<file path="src/rtl/cache_ctrl_pkg.sv">
// Shared types for the single-set cache controller: way storage entry and
// the victim/fill sequencing state encoding.
package cache_ctrl_pkg;

  localparam int WAYS      = 8;
  localparam int WAY_W     = 3;
  // Tag storage is sized for the widest supported TAG_W (<= 32); narrower
  // tags are zero-extended on install and compared at full width.
  localparam int TAG_MAX_W = 32;

  typedef logic [TAG_MAX_W-1:0] tag_store_t;

  typedef struct packed {
    logic       valid;
    logic       dirty;
    tag_store_t tag;
  } way_entry_t;

  typedef enum logic [2:0] {
    ST_IDLE,
    ST_LOOKUP,
    ST_WB_REQ,
    ST_WB_WAIT,
    ST_FILL_REQ,
    ST_FILL_WAIT,
    ST_RESP
  } victim_state_t;

endpackage

</file>
<file path="src/rtl/victim_select.sv">
// Victim choice for a miss: lowest-index invalid way, else the LRU candidate.
// Also flags whether the chosen way holds dirty data needing a writeback.
module victim_select
  import cache_ctrl_pkg::*;
(
  input  logic [WAYS-1:0]  valid,
  input  logic [WAYS-1:0]  dirty,
  input  logic [WAY_W-1:0] lru_evict_way,
  output logic [WAY_W-1:0] victim_way,
  output logic             victim_needs_wb
);

  always_comb begin
    victim_way = lru_evict_way;
    // Descending scan so the lowest invalid index wins.
    for (int i = WAYS-1; i >= 0; i--) begin
      if (!valid[i]) victim_way = WAY_W'(i);
    end
    victim_needs_wb = valid[victim_way] & dirty[victim_way];
  end

endmodule

</file>
<file path="src/rtl/set_victim_ctrl.sv">
// Single-set 8-way tag/state controller: lookup, victim writeback, fill,
// install, and LRU touch reporting.
//
// state     | meaning
// ----------+-----------------------------------------------
// IDLE      | ready for a request
// LOOKUP    | tag compare; on miss choose and register victim
// WB_REQ    | present writeback of dirty victim to memory
// WB_WAIT   | wait for writeback completion
// FILL_REQ  | present fill of request tag to memory
// FILL_WAIT | wait for fill completion, then install
// RESP      | completion pulse and LRU update
module set_victim_ctrl
  import cache_ctrl_pkg::*;
#(
  parameter int TAG_W = 12
) (
  input  logic             clk,
  input  logic             rst,
  input  logic             req_valid,
  output logic             req_ready,
  input  logic [TAG_W-1:0] req_tag,
  input  logic             req_write,
  output logic             rsp_valid,
  output logic             rsp_hit,
  output logic [WAY_W-1:0] rsp_way,
  output logic             lru_access_valid,
  output logic [WAY_W-1:0] lru_access_way,
  input  logic [WAY_W-1:0] lru_evict_way,
  output logic             mem_req_valid,
  input  logic             mem_req_ready,
  output logic             mem_req_wb,
  output logic [TAG_W-1:0] mem_req_tag,
  input  logic             mem_done
);

  victim_state_t    state, state_nxt;
  way_entry_t       ways [WAYS];
  logic [TAG_W-1:0] req_tag_q;
  logic             req_write_q;
  logic             hit_q;
  logic [WAY_W-1:0] sel_way_q;

  logic [WAYS-1:0]  valid_vec, dirty_vec, match_vec;
  logic             lookup_hit;
  logic [WAY_W-1:0] lookup_way;
  logic [WAY_W-1:0] victim_way;
  logic             victim_needs_wb;

  always_comb begin
    valid_vec  = '0;
    dirty_vec  = '0;
    match_vec  = '0;
    lookup_way = '0;
    for (int i = 0; i < WAYS; i++) begin
      valid_vec[i] = ways[i].valid;
      dirty_vec[i] = ways[i].dirty;
      match_vec[i] = ways[i].valid && (ways[i].tag == tag_store_t'(req_tag_q));
      if (match_vec[i]) lookup_way = WAY_W'(i);
    end
    lookup_hit = |match_vec;
  end

  victim_select u_victim_select (
    .valid           (valid_vec),
    .dirty           (dirty_vec),
    .lru_evict_way   (lru_evict_way),
    .victim_way      (victim_way),
    .victim_needs_wb (victim_needs_wb)
  );

  always_ff @(posedge clk or posedge rst) begin
    if (rst) state <= ST_IDLE;
    else     state <= state_nxt;
  end

  always_comb begin
    state_nxt = state;
    case (state)
      ST_IDLE:      if (req_valid) state_nxt = ST_LOOKUP;
      ST_LOOKUP: begin
        if (lookup_hit)           state_nxt = ST_RESP;
        else if (victim_needs_wb) state_nxt = ST_WB_REQ;
        else                      state_nxt = ST_FILL_REQ;
      end
      ST_WB_REQ:    if (mem_req_ready) state_nxt = ST_WB_WAIT;
      ST_WB_WAIT:   if (mem_done)      state_nxt = ST_FILL_REQ;
      ST_FILL_REQ:  if (mem_req_ready) state_nxt = ST_FILL_WAIT;
      ST_FILL_WAIT: if (mem_done)      state_nxt = ST_RESP;
      ST_RESP:      state_nxt = ST_IDLE;
      default:      state_nxt = ST_IDLE;
    endcase
  end

  // Outputs decode only from state and registered data, so a reset
  // drops mem_req_valid and the response strobes asynchronously.
  always_comb begin
    req_ready        = (state == ST_IDLE);
    mem_req_valid    = (state == ST_WB_REQ) || (state == ST_FILL_REQ);
    mem_req_wb       = (state == ST_WB_REQ);
    mem_req_tag      = '0;
    if (state == ST_WB_REQ)   mem_req_tag = ways[sel_way_q].tag[TAG_W-1:0];
    if (state == ST_FILL_REQ) mem_req_tag = req_tag_q;
    rsp_valid        = (state == ST_RESP);
    rsp_hit          = (state == ST_RESP) && hit_q;
    rsp_way          = (state == ST_RESP) ? sel_way_q : '0;
    lru_access_valid = (state == ST_RESP);
    lru_access_way   = (state == ST_RESP) ? sel_way_q : '0;
  end

  always_ff @(posedge clk or posedge rst) begin
    if (rst) begin
      req_tag_q   <= '0;
      req_write_q <= 1'b0;
      hit_q       <= 1'b0;
      sel_way_q   <= '0;
      for (int i = 0; i < WAYS; i++) ways[i] <= '0;
    end else begin
      if (state == ST_IDLE && req_valid) begin
        req_tag_q   <= req_tag;
        req_write_q <= req_write;
      end
      if (state == ST_LOOKUP) begin
        hit_q     <= lookup_hit;
        sel_way_q <= lookup_hit ? lookup_way : victim_way;
      end
      if (state == ST_FILL_WAIT && mem_done) begin
        ways[sel_way_q].valid <= 1'b1;
        ways[sel_way_q].dirty <= req_write_q;
        ways[sel_way_q].tag   <= tag_store_t'(req_tag_q);
      end
      if (state == ST_RESP && hit_q && req_write_q)
        ways[sel_way_q].dirty <= 1'b1;
    end
  end

endmodule

</file>
<file path="config.mk">
export PLATFORM = sky130hd
export DESIGN_NAME = set_victim_ctrl
export DESIGN_NICKNAME = d
export VERILOG_FILES = /design/src/rtl/cache_ctrl_pkg.sv /design/src/rtl/victim_select.sv /design/src/rtl/set_victim_ctrl.sv
export SDC_FILE = /design/constraint.sdc
export NUM_CORES = 1
export LEC_CHECK = 0
export ABC_AREA = 1
export CAP_MARGIN = 5
export CORE_MARGIN = 2
export CORE_UTILIZATION = 25
export CTS_CLUSTER_SIZE = 16
export DETAILED_ROUTE_END_ITERATION = 12
export SYNTH_ARGS = -nofsm -noshare
export SYNTH_HDL_FRONTEND = slang
export SYNTH_SLANG_ARGS = --single-unit
</file>
<file path="constraint.sdc">
create_clock -name clk -period 29.1 [get_ports clk]
set_input_delay 5.82 -clock clk [delete_from_list [all_inputs] [get_ports clk]]
set_output_delay 5.82 -clock clk [all_outputs]
set_load 0.02 [all_outputs]
</file>
==> impl_metrics.env <==
export IMPL_cp_required_ns=23.28
export IMPL_dr_pass1_iters=5
export IMPL_cts_tree="built"
export IMPL_tightest_slew_ns=0.970
export IMPL_cp_start_kind="flop"
export IMPL_cts_buffers=35
export IMPL_slew_viol_final=0
export IMPL_timing_hold_ws_ns=0.485
export IMPL_io_buffers=44
export IMPL_initial_core_util=0.252
export IMPL_area_growth_pct=17.0
export IMPL_grt_pass1_wl_um=61000
export IMPL_min_period_over_period=0.311
export IMPL_drive_gt1_frac=0.0856
export IMPL_grt_max_degree=172
export IMPL_ys_seq_area_frac=0.554
export IMPL_postLayoutCellArea_sq_mm=0.0154
export IMPL_num_rows=84
export IMPL_syn_avg_cell_area_sq_um=8.51
export IMPL_max_vdd_ir_drop_mv=0.0497
export IMPL_total_power_mw=1.81
export IMPL_netlist_area_leader_share=0.554
export IMPL_final_cell_mix="292 x dfrtp_1, 259 x nor2_1, 256 x inv_1, 242 x nand2_1, 115 x o21ai_0"
export IMPL_post_cts_setup_buffer_count=0
export IMPL_cts_root_buf="clkbuf_16"
export IMPL_cts_sinks=292
export IMPL_die_y_um=234
export IMPL_antenna_cells=0
export IMPL_syn_area_sq_mm=0.0132
export IMPL_drt_iter0_drc=983
export IMPL_dp_hpwl_um=27500
export IMPL_timing_setup_tns_ns=0
export IMPL_placed_area_sq_mm=0.0142
export IMPL_ys_types=41
export IMPL_maxCapViolCount=0
export IMPL_die_w_um=234
export IMPL_postRouteAntennaNets=0
export IMPL_grt_use_total=0.146
export IMPL_gr_total_overflow=0
export IMPL_synth_seq_cells=292
export IMPL_fillCellCount=5522
export IMPL_hold_class="flop to flop"
export IMPL_layout_commonest_cell="dfrtp_1"
export IMPL_leakage_nw=7.31
export IMPL_ctsResizeCount=0
export IMPL_dp_cells=2226
export IMPL_fin_crit_ns=9.06
export IMPL_layout_nets=1596
export IMPL_fin_cells=2289
export IMPL_gp_congestion=0.890
export IMPL_fmax_mhz=110
export IMPL_grt_pass1_vias=10400
export IMPL_antenna_found_initial=0
export IMPL_ios=45
export IMPL_endpoint_kind="output port"
export IMPL_power_density_mw_per_mm2=117
export IMPL_routedWlPerCell_um=17.1
export IMPL_cts_htree_levels=2
export IMPL_clk_latency_ns=0.54
export IMPL_routed_via_count=10400
export IMPL_path_class="flop to output port"
export IMPL_cts_clk_slew_worst_paths_ns=0.06
export IMPL_clock_path_buffers=3
export IMPL_ys_warn_count=0
export IMPL_critPathMaxFanout=10
export IMPL_outcome="complete, no violations"
export IMPL_cp_arrival_ns=3.24
export IMPL_relSlewSlack=0.354
export IMPL_holdBufCountCts=0
export IMPL_die_area_sq_mm=0.0546
export IMPL_skew_ns=0.0221
export IMPL_route_detailed_drc=0
export IMPL_synth_nets=1571
export IMPL_routed_wl_um=39100
export IMPL_via_per_inst=4.54
export IMPL_core_area_sq_mm=0.0523
export IMPL_synth_area_leaders="dfrtp_1 55%, nor2_1 7.5%, inv_1 7.3%"
export IMPL_hold_violations=0
export IMPL_synth_top_cell_by_area="dfrtp_1"
export IMPL_rsz0062_at_grt="false"
export IMPL_synthCells=1550
export IMPL_setup_viol=0
synth_stat cells (all sizes together):
library cell / number
o21ai: 138
a211oi: 1
or2: 7
nand4: 36
o211ai: 4
buf: 56
o41ai: 7
o22ai: 59
nand2: 245
inv: 288
a21boi: 1
xor2: 8
o2111ai: 3
o221ai: 13
a21oi: 16
o2bb2ai: 1
clkbuf: 11
nor3: 22
a221oi: 4
xnor2: 14
nand3: 44
o31ai: 1
dfrtp: 292
clkinv: 1
a22oi: 8
nor2: 270
power by group:
part	internal [mW]	total [mW]	switching, mW
clock network	0.294	0.471	0.176
logic	0.208	0.609	0.401
registers	0.588	0.728	0.140
metal layers:
metal  global-route usage  wire length [um]
met1                0.206             18200
met2                0.219             16700
met3               0.0337              3140
met4               0.0475              1110
met5                    0                 0
metrics by stage:
stage / setup WS (ns) / utilization
after floorplan: 15.22 / -
after global placement: 20.64 / 0.271
after detailed placement: 20.60 / 0.271
after CTS: 20.04 / 0.295
after global routing: 19.89 / 0.295
final: 20.04 / 0.295
kinds of logic (layout without fill, tap and decap cells):
family | after synthesis | after routing | share of synthesized area
xor+xnor | 22 | 22 | 0.0146
buf+inv | 356 | 407 | 0.115
flops | 292 | 292 | 0.554
compound gates | 256 | 256 | 0.114
simple gates | 624 | 624 | 0.202
final cells by class:
type,instances,area (sq um),area share
inverters,289,1100,0.0711
well taps,688,861,0.0557
repair buffers,55,536,0.0347
clock buffers,47,1030,0.0669
multi-input cells,902,4380,0.284
clock inverters,16,229,0.0148
flip-flops and latches,292,7310,0.473
worst paths after layout:
| check | slack, ns | cells past startpoint | from | end |
|---|---|---|---|---|
| worst max register to register | 26.27 | 11 | req_tag_q[2] | sel_way_q[0] |
| max in group asynchronous | 21.79 | 3 | rst | async pin |
| worst max-delay path | 20.04 | 9 | sel_way_q[0] | mem_req_tag[4] |
| min in group asynchronous | 5.83 | 2 | rst | async pin |
| worst min-delay path | 0.48 | 2 | flop | flop |
| worst min register to register | 0.48 | 2 | flop | flop |
critical path: stages (launching register included):
cell and delay [ns]:
dfrtp_1 0.58, inv_2 0.15, nor3_2 0.39, inv_2 0.22, o21ai_0 0.21, a221oi_1 0.08
nand4_1 0.11, nand2_1 0.05, o21ai_0 0.22, clkdlybuf4s50_1 0.71
Note: power is estimated with default switching activity, not from simulation.
